`config.mk`:
```
export PLATFORM = sky130hd
export DESIGN_NAME = fp_addsub_pipe
export DESIGN_NICKNAME = d
export VERILOG_FILES = /design/src/rtl/fp_addsub_pipe.sv
export SDC_FILE = /design/constraint.sdc
export NUM_CORES = 1
export LEC_CHECK = 0
export BUFFER_PORTS_ARGS = -buffer_cell sky130_fd_sc_hd__buf_4
export CORE_MARGIN = 4
export CORE_UTILIZATION = 60
export DETAILED_ROUTE_END_ITERATION = 7
export GPL_ROUTABILITY_DRIVEN = 1
export GPL_TIMING_DRIVEN = 0
export PLACE_DENSITY = 0.9
export SLEW_MARGIN = 10
export SYNTH_ARGS = -nofsm -noshare
export SYNTH_HDL_FRONTEND = slang
export SYNTH_SLANG_ARGS = --single-unit
```
`constraint.sdc`:
```
create_clock -name clk -period 8.3 [get_ports clk]
set_input_delay 1.245 -clock clk [delete_from_list [all_inputs] [get_ports clk]]
set_output_delay 1.245 -clock clk [all_outputs]
set_load 0.03 [all_outputs]
```
`src/rtl/fp_addsub_pipe.sv`:
```
// Three-stage pipelined floating-point adder/subtractor: unpack/align, add, normalize/round.
// Subnormals flush to zero, rounding is nearest-even, and one enable stalls the whole pipe on backpressure.
module fp_addsub_pipe #(
    parameter int EXP_W = 5,
    parameter int MAN_W = 10
) (
    input  logic                 clk,
    input  logic                 rst_n,
    input  logic                 in_valid,
    output logic                 in_ready,
    input  logic [EXP_W+MAN_W:0] a,
    input  logic [EXP_W+MAN_W:0] b,
    input  logic                 op_sub,
    output logic                 out_valid,
    input  logic                 out_ready,
    output logic [EXP_W+MAN_W:0] result,
    output logic [3:0]           flags
);

    localparam int W       = 1 + EXP_W + MAN_W;
    localparam int SIGX_W  = MAN_W + 1;
    localparam int SIGY_W  = MAN_W + 4;
    localparam int SUM_W   = MAN_W + 5;
    localparam int NORM_W  = MAN_W + 4;
    localparam int SH_MAX  = MAN_W + 3;
    localparam int SHW     = $clog2(SH_MAX + 1);
    localparam int LZW     = $clog2(SUM_W);
    localparam int EW      = EXP_W + LZW + 2;
    localparam int EXP_MAX = (1 << EXP_W) - 1;
    localparam logic [W-1:0] QNAN = {1'b0, {EXP_W{1'b1}}, 1'b1, {(MAN_W-1){1'b0}}};

    logic en;
    assign en       = !out_valid || out_ready;
    assign in_ready = en;

    // ---------------- stage 1: unpack, classify, swap, align ----------------
    logic                 sa, sb;
    logic [EXP_W-1:0]     ea, eb;
    logic [MAN_W-1:0]     fa, fb, fa_f, fb_f;
    logic                 a_zero, b_zero, a_inf, b_inf, a_nan, b_nan, a_snan, b_snan;
    logic                 swap;

    assign sa     = a[W-1];
    assign sb     = b[W-1] ^ op_sub;
    assign ea     = a[W-2:MAN_W];
    assign eb     = b[W-2:MAN_W];
    assign fa     = a[MAN_W-1:0];
    assign fb     = b[MAN_W-1:0];
    assign a_zero = (ea == '0);
    assign b_zero = (eb == '0);
    assign a_inf  = (&ea) && (fa == '0);
    assign b_inf  = (&eb) && (fb == '0);
    assign a_nan  = (&ea) && (fa != '0);
    assign b_nan  = (&eb) && (fb != '0);
    assign a_snan = a_nan && !fa[MAN_W-1];
    assign b_snan = b_nan && !fb[MAN_W-1];
    assign fa_f   = a_zero ? '0 : fa;
    assign fb_f   = b_zero ? '0 : fb;
    assign swap   = {eb, fb_f} > {ea, fa_f};

    logic                 sx_d, eff_sub_d;
    logic [EXP_W-1:0]     ex_d, ey, exp_diff;
    logic [SIGX_W-1:0]    sigx_d, sigy;
    logic [SHW-1:0]       sh_amt;
    logic [SIGY_W-1:0]    y_ext, y_shr, y_align_d;
    logic                 y_lost;

    always_comb begin
        sx_d      = swap ? sb : sa;
        eff_sub_d = sa ^ sb;
        ex_d      = swap ? eb : ea;
        ey        = swap ? ea : eb;
        sigx_d    = swap ? {~b_zero, fb_f} : {~a_zero, fa_f};
        sigy      = swap ? {~a_zero, fa_f} : {~b_zero, fb_f};
        exp_diff  = ex_d - ey;
        sh_amt    = (int'(exp_diff) > SH_MAX) ? SHW'(SH_MAX) : SHW'(exp_diff);
        y_ext     = {sigy, 3'b000};
        y_shr     = y_ext >> sh_amt;
        // bits pushed past the sticky position are folded back into it
        y_lost    = |(y_ext & ~({SIGY_W{1'b1}} << sh_amt));
        y_align_d = {y_shr[SIGY_W-1:1], y_shr[0] | y_lost};
    end

    logic                 spec1_d, spec1_inv_d;
    logic [W-1:0]         spec1_res_d;

    always_comb begin
        spec1_d     = 1'b1;
        spec1_inv_d = 1'b0;
        spec1_res_d = '0;
        if (a_nan || b_nan) begin
            spec1_res_d = QNAN;
            spec1_inv_d = a_snan || b_snan;
        end else if (a_inf && b_inf && (sa != sb)) begin
            spec1_res_d = QNAN;
            spec1_inv_d = 1'b1;
        end else if (a_inf) begin
            spec1_res_d = {sa, {EXP_W{1'b1}}, {MAN_W{1'b0}}};
        end else if (b_inf) begin
            spec1_res_d = {sb, {EXP_W{1'b1}}, {MAN_W{1'b0}}};
        end else if (a_zero && b_zero) begin
            // only -0 combined with an effective -0 keeps the negative sign
            spec1_res_d = {sa & sb, {(W-1){1'b0}}};
        end else begin
            spec1_d = 1'b0;
        end
    end

    logic                 s1_valid_q, s1_sign_q, s1_sub_q, s1_spec_q, s1_inv_q;
    logic [EXP_W-1:0]     s1_exp_q;
    logic [SIGX_W-1:0]    s1_sigx_q;
    logic [SIGY_W-1:0]    s1_sigy_q;
    logic [W-1:0]         s1_spec_res_q;

    always_ff @(posedge clk or negedge rst_n) begin
        if (!rst_n) begin
            s1_valid_q    <= 1'b0;
            s1_sign_q     <= 1'b0;
            s1_sub_q      <= 1'b0;
            s1_spec_q     <= 1'b0;
            s1_inv_q      <= 1'b0;
            s1_exp_q      <= '0;
            s1_sigx_q     <= '0;
            s1_sigy_q     <= '0;
            s1_spec_res_q <= '0;
        end else if (en) begin
            s1_valid_q    <= in_valid;
            s1_sign_q     <= sx_d;
            s1_sub_q      <= eff_sub_d;
            s1_spec_q     <= spec1_d;
            s1_inv_q      <= spec1_inv_d;
            s1_exp_q      <= ex_d;
            s1_sigx_q     <= sigx_d;
            s1_sigy_q     <= y_align_d;
            s1_spec_res_q <= spec1_res_d;
        end
    end

    // ---------------- stage 2: significand add/subtract ----------------
    logic [SUM_W-1:0]     x_add, y_add, sum_d;

    always_comb begin
        x_add = {1'b0, s1_sigx_q, 3'b000};
        y_add = {1'b0, s1_sigy_q};
        sum_d = s1_sub_q ? (x_add - y_add) : (x_add + y_add);
    end

    logic                 s2_valid_q, s2_sign_q, s2_spec_q, s2_inv_q;
    logic [EXP_W-1:0]     s2_exp_q;
    logic [SUM_W-1:0]     s2_sum_q;
    logic [W-1:0]         s2_spec_res_q;

    always_ff @(posedge clk or negedge rst_n) begin
        if (!rst_n) begin
            s2_valid_q    <= 1'b0;
            s2_sign_q     <= 1'b0;
            s2_spec_q     <= 1'b0;
            s2_inv_q      <= 1'b0;
            s2_exp_q      <= '0;
            s2_sum_q      <= '0;
            s2_spec_res_q <= '0;
        end else if (en) begin
            s2_valid_q    <= s1_valid_q;
            s2_sign_q     <= s1_sign_q;
            s2_spec_q     <= s1_spec_q;
            s2_inv_q      <= s1_inv_q;
            s2_exp_q      <= s1_exp_q;
            s2_sum_q      <= sum_d;
            s2_spec_res_q <= s1_spec_res_q;
        end
    end

    // ---------------- stage 3: normalize, round, exceptions ----------------
    function automatic logic [LZW-1:0] lzc(input logic [SUM_W-2:0] v);
        logic [LZW-1:0] cnt;
        cnt = LZW'(SUM_W - 1);
        for (int i = 0; i < SUM_W - 1; i++) begin
            if (v[i]) cnt = LZW'(SUM_W - 2 - i);
        end
        return cnt;
    endfunction

    logic [LZW-1:0]       lz;
    logic [NORM_W-1:0]    norm;
    logic signed [EW-1:0] exp_n, exp_r;
    logic                 rnd_up, inexact;
    logic [MAN_W+1:0]     mant;
    logic [MAN_W-1:0]     frac_r;
    logic [W-1:0]         result_d;
    logic [3:0]           flags_d;

    always_comb begin
        lz = lzc(s2_sum_q[SUM_W-2:0]);
        if (s2_sum_q[SUM_W-1]) begin
            norm  = {s2_sum_q[SUM_W-1:2], s2_sum_q[1] | s2_sum_q[0]};
            exp_n = EW'({2'b00, s2_exp_q}) + EW'(1);
        end else begin
            norm  = s2_sum_q[SUM_W-2:0] << lz;
            exp_n = EW'({2'b00, s2_exp_q}) - EW'(lz);
        end
        inexact = |norm[2:0];
        rnd_up  = norm[2] && (norm[1] || norm[0] || norm[3]);
        mant    = {1'b0, norm[NORM_W-1:3]} + {{(MAN_W+1){1'b0}}, rnd_up};
        exp_r   = exp_n + EW'(mant[MAN_W+1]);
        frac_r  = mant[MAN_W+1] ? mant[MAN_W:1] : mant[MAN_W-1:0];

        result_d = {s2_sign_q, exp_r[EXP_W-1:0], frac_r};
        flags_d  = {3'b000, inexact};
        if (s2_spec_q) begin
            result_d = s2_spec_res_q;
            flags_d  = {s2_inv_q, 3'b000};
        end else if (s2_sum_q == '0) begin
            result_d = '0;
            flags_d  = 4'b0000;
        end else if (int'(exp_n) <= 0) begin
            result_d = {s2_sign_q, {(W-1){1'b0}}};
            flags_d  = 4'b0011;
        end else if (int'(exp_r) >= EXP_MAX) begin
            result_d = {s2_sign_q, {EXP_W{1'b1}}, {MAN_W{1'b0}}};
            flags_d  = 4'b0101;
        end
    end

    logic                 out_valid_q;
    logic [W-1:0]         result_q;
    logic [3:0]           flags_q;

    always_ff @(posedge clk or negedge rst_n) begin
        if (!rst_n) begin
            out_valid_q <= 1'b0;
            result_q    <= '0;
            flags_q     <= '0;
        end else if (en) begin
            out_valid_q <= s2_valid_q;
            result_q    <= result_d;
            flags_q     <= flags_d;
        end
    end

    assign out_valid = out_valid_q;
    assign result    = result_q;
    assign flags     = flags_q;

endmodule
```
### Yosys cells after proc, flatten, opt, wreduce, memory -nomap -nowiden

Cells that the tools add are included.

* register bits: 112
* logic and storage cells: 118

* reduce and logical (&&, ||, !) cells: 29
* multiplexer cells: 46
* magnitude comparators: 4
* shift-type cells: 3
* bitwise logic cells: 9
* $add $sub $neg: 7
* equality and inequality tests: 1

Operator list (number)
* 2-to-1 mux 16 bit: 7
* 2-to-1 mux 4 bit: 12
* 2-to-1 mux 15 bit: 3
* 2-to-1 mux 11 bit: 3
* 2-to-1 mux 10 bit: 3
* logical NOT 10 bit: 2
* nonzero test 10 bit: 2
* adder 14 x 14 -> 15 bit: 1
* > comparator 15 bit: 1
* logical NOT 15 bit: 1
* 2-to-1 mux 3 bit: 5
* subtractor 14 x 14 -> 15 bit: 1
* AND 14 bit: 1
* 2-to-1 mux 14 bit: 1
* inverter 14 bit: 1
* OR reduction 14 bit: 1
* left shift 14 x 4 -> 14 bit: 1
* left shift 14 x 4 -> 14 bit, first input constant: 1
* right shift 14 x 4 -> 14 bit: 1
* adder 11 x 1 -> 12 bit: 1
* adder 11 x 1 -> 11 bit: 1
* >= comparator 11 x 6 -> 1 bit, second input constant: 1
* <= comparator 11 x 1 -> 1 bit, second input constant: 1
* logical AND 1 bit: 10
* other kinds (17): 37

### Longest topological paths before layout

* word-level depth: 26
* depth in mapped cells: 23

### Worst setup path before layout

OpenSTA, ideal clock, no wires.

* path type: input -> register
* start point: input port b[11]
* end point: register s1_sigy_q[2]
* setup time: 0.101 ns
* slack: 2.569 ns
* stages: 22
* arrival: 5.631 ns
* path through: nor3_1 nand2_1 clkbuf_1 and2_1 ha_1 and4_1 nand3_4 a311oi_4 o21ai_1 a22oi_1 ha_1 nor3_1 a221oi_1 nand3_1 nand3_1 o41ai_1 or4b_1 buf_2 buf_6 mux2i_1 mux2_2 o32ai_1

* word-level cells in the longest chain between the ends: 8
* elaborated cells on any way between the ends: 11
* those cells by class: 1 x add/sub; 2 x order compare; 1 x shift; 5 x mux; 1 x bitwise; 1 x reduce/logical

RTL lines
* start: declaration: line 12 `input logic [EXP_W+MAN_W:0] b,`
* logical NOT 5 bit: line 50 `assign b_zero = (eb == '0);`
* 2-to-1 mux 10 bit: line 58 `assign fb_f = b_zero ? '0 : fb;`
* > comparator 15 bit: line 59 `assign swap = {eb, fb_f} > {ea, fa_f};`
* 2-to-1 mux 5 bit, on equally long branches: line 71, 72
* subtractor 5 bit: line 75 `exp_diff = ex_d - ey;`
* > comparator 5 x 4 -> 1 bit: line 76 `sh_amt = (int'(exp_diff) > SH_MAX) ? SHW'(SH_MAX) : SHW'(exp_diff);`
* 2-to-1 mux 4 bit: line 76
* right shift 14 x 4 -> 14 bit (*): line 78 `y_shr = y_ext >> sh_amt;`
* end signal: assignment: line 134 `s1_sigy_q <= y_align_d;`
* end: declaration: line 112 `logic [SIGY_W-1:0] s1_sigy_q;`

Every way passes the cells marked *; elsewhere a longest branch is shown, timed or not.
A chain may end at the register's enable or synchronous reset.

### Worst setup path in the final report

* start point: input port b[11]
* end point: register s1_sigy_q[10]

Same word-level chain as after synthesis.

==> impl_metrics.env <==
export IMPL_core_area_mm2=0.0122
export IMPL_antenna_cells=0
export IMPL_cts_resized=0
export IMPL_dieArea_mm2=0.0146
export IMPL_port_buffers=58
export IMPL_arrival_ns=7.09
export IMPL_setup_tns_ns=0
export IMPL_clock_sinks=86
export IMPL_critPathRequiredTime_ns=8.54
export IMPL_ys_types=81
export IMPL_rows=40
export IMPL_timing_fmax_mhz=146
export IMPL_dp_hpwl_mm=18.6
export IMPL_p_leak_nw=3.78
export IMPL_powerDensity_mw_per_mm2=346
export IMPL_routed_wl_mm=24.1
export IMPL_synthAdderAreaFrac=0.0841
export IMPL_viasPerCell=6.62
export IMPL_synth_area_mm2=0.00762
export IMPL_critPathLaunch="b[11]"
export IMPL_slowest_stage="a2111oi_2"
export IMPL_antenna_found_initial=0
export IMPL_h_tree_depth=3
export IMPL_nets=1137
export IMPL_ys_seq_elements=86
export IMPL_finalCriticalPeriod_ns=6.85
export IMPL_finalCritPeriodShare=0.825
export IMPL_synthToLayoutAreaGrowth_pct=12.3
export IMPL_synth_compound_area_share=0.259
export IMPL_clk_pin_slew_ns=0.06
export IMPL_stdcell_count=1223
export IMPL_synth_top_family_by_area="compound AO/OA/AOI/OAI gates"
export IMPL_maxCapViolCount=0
export IMPL_grtUsageTotal=0.331
export IMPL_final_seq_area_mm2=0.00215
export IMPL_cpPeakStageDelay_ns=0.66
export IMPL_cts_hold_repair_buffers=0
export IMPL_async_flop_share=1.00
export IMPL_hold_viol=0
export IMPL_die_x_um=121
export IMPL_multi_input_area_mm2=0.00504
export IMPL_switching_share=0.498
export IMPL_syn_inst=981
export IMPL_final_common_cell="nand2_1"
export IMPL_cp_start_kind="primary input"
export IMPL_timing_rr_end="result[8]"
export IMPL_fin_util=0.700
export IMPL_pwr_share_clk=0.136
export IMPL_holdPathEnd="s1_valid_q"
export IMPL_synth_edf_count=0
export IMPL_start_util=0.624
export IMPL_ioPinCount=59
export IMPL_worstRegToRegCells=22
export IMPL_synth_area_leaders="dfrtp_1 (28%), ha_1 (7.9%), nand2_1 (7.5%), o21ai_0 (5.0%), nor2_1 (4.6%)"
export IMPL_status="finished clean"
export IMPL_post_cts_buffers=0
export IMPL_crit_top_cell="nor3_1"
export IMPL_p_seq_frac=0.242
export IMPL_slew_violations=0
export IMPL_peakVddDrop_mv=0.139
export IMPL_yosysWarningCount=0
export IMPL_fillers=1063
export IMPL_routabilityCongestion=1.03
export IMPL_relSlewSlack=0.270
export IMPL_crit_chain="buf_4, nor3_1, nand2_1, clkbuf_1, and2_1, ha_1, and4_1, nand3_4, a311oi_4, o21ai_1, a22oi_1, ha_1, nor3_1, a221oi_1, nand3_1, a2111oi_2, clkinv_1, nor3_1, inv_1, o22ai_1"
export IMPL_synth_top_cell_area_share=0.283
export IMPL_drt_pre_antenna_iters=6
export IMPL_cts_tree="yes"
export IMPL_synthFlopType="dfrtp_1"
export IMPL_timing_rr_start="s2_sum_q[11]"
export IMPL_ant_nets=0
export IMPL_drc_errors=0
export IMPL_dr_first_iter_drc_count=987
export IMPL_hp_start="s1_valid_q"
export IMPL_synth_top_cell_by_area="dfrtp_1"
export IMPL_grt_pass1_vias=7648
export IMPL_final_layout_size_suffix_gt1_frac=0.102
export IMPL_whs_ns=0.469
export IMPL_place_ws_ns=1.31
export IMPL_synth_xor_area_share=0.0264
export IMPL_clockBufferDepth=2
export IMPL_routedWlPerCell_um=19.7
export IMPL_fin_ws_ns=1.45
export IMPL_avgSynthCellArea_um2=7.76
export IMPL_p_int_mw=1.48
export IMPL_rsz0062_at_grt="false"
export IMPL_combPwrFrac=0.622
export IMPL_grt_pass1_wl_mm=38.6
export IMPL_min_path_type="reg2reg"
export IMPL_fin_skew_ns=0.00810
export IMPL_cp_max_fo=10
export IMPL_synthSimpleGateAreaFrac=0.234
export IMPL_whs_path_depth=2
export IMPL_seq_area_frac_synth=0.283
export IMPL_cts_made_buffers=9
export IMPL_cp_end_kind="flip-flop"
export IMPL_ff2ff_setup_slack_ns=2.49
export IMPL_tightest_slew_ns=1.10
export IMPL_die_h_um=121
export IMPL_synth_fp_nets=1068
export IMPL_synthMuxAreaShare=0.0586
export IMPL_post_place_cells=1207
export IMPL_grt_overflow=0
export IMPL_switchingPower_mw=1.47
export IMPL_num_vias=8101
export IMPL_setup_violations=0
export IMPL_grt_max_degree=87
export IMPL_layout_common_cells="nand2_1 (153), nor2_1 (93), dfrtp_1 (86), o21ai_0 (76)"
export IMPL_clk_latency_ns=0.34
export IMPL_critical_path_class="in2reg"
export IMPL_cts_root_buffer_cell="clkbuf_16"
==> state kept, by name, indices dropped and copies added (netlist names) <==
register       flops
s2_inv_q           1
s1_inv_q           1
s1_sub_q           1
s2_sum_q          15
s2_spec_res_q      3
s1_sign_q          1
s2_exp_q           5
result            16
s1_sigx_q         11
s2_sign_q          1
s2_valid_q         1
s1_spec_res_q      3
s1_spec_q          1
s1_exp_q           5
flags              4
out_valid          1
s1_valid_q         1
s1_sigy_q         14
s2_spec_q          1
==> cell families after synthesis <==
kind of cell	Yosys count
AO/OA/AOI/OAI	292
XOR/XNOR	23
adder cells (fa/ha/maj)	50
buffers and inverters	109
flip-flops	86
multiplexers	40
AND/OR/NAND/NOR	381
==> layer usage <==
layer | wire length, µm | up-vias | part of all wire | track usage
li1 | - | 3703 | - | -
met1 | 9630 | 3837 | 0.40 | 0.432
met2 | 11600 | 483 | 0.48 | 0.553
met3 | 2060 | 78 | 0.086 | 0.0486
met4 | 839 | 0 | 0.035 | 0.135
met5 | 0 | - | 0 | 0
==> worst max path at each step <==
stage,to
after global placement,s1_sigy_q[10]
after global routing,s1_sigy_q[10]
after detailed placement,s1_sigy_q[10]
final,s1_sigy_q[10]
after floorplan,s1_sigy_q[2]
after CTS,s1_sigy_q[10]
==> worst max-delay path, delay by kind of cell <==
family	cells	cell delay, ns
AOI/OAI and AO/OA	6	2.28
and+or+nand+nor	8	1.91
adders and majority gates	2	0.65
buffers and inverters	4	1.00
==> Yosys cell counts, drive strengths merged (6+ instances only) <==
cell type,count
a32oi,6
nand4,8
nor4,10
ha,48
a21oi,59
nand2b,8
o21ai,81
a22o,7
o31ai,9
o21a,9
a221oi,12
mux2i,30
mux2,7
nand3,26
a21o,7
o22ai,8
nor3,24
xor2,9
and3,8
o21bai,8
o211ai,9
and2,16
buf,8
nand2,154
a211oi,8
dfrtp,86
clkbuf,41
a31oi,14
nor2b,10
nor2,93
inv,56
xnor2,14
or4,6
a22oi,7
==> final cells by class <==
cell class | instances | area share
buffer | 49 | 0.0233
multi-input combinational | 786 | 0.589
timing repair buffer | 58 | 0.0509
tap | 168 | 0.0246
inverter | 60 | 0.0263
clock buffer | 11 | 0.0272
sequential | 86 | 0.252
clock inverter | 5 | 0.00673
==> stage by stage <==
stage	power [mW]	instance area, µm²
after floorplan	1.98	7620
after global placement	2.45	8260
after detailed placement	2.49	8260
after CTS	2.91	8550
after global routing	3.15	8550
final	2.96	8550
==> power by group through the flow <==
stage	logic, mW	registers (mW)	clock network, mW
after floorplan	1.23	0.754	0
after global placement	1.75	0.707	0
after detailed placement	1.78	0.714	0
after CTS	1.80	0.709	0.401
after global routing	2.00	0.729	0.421
final	1.84	0.716	0.402
Power figures use the tool's default switching activity.
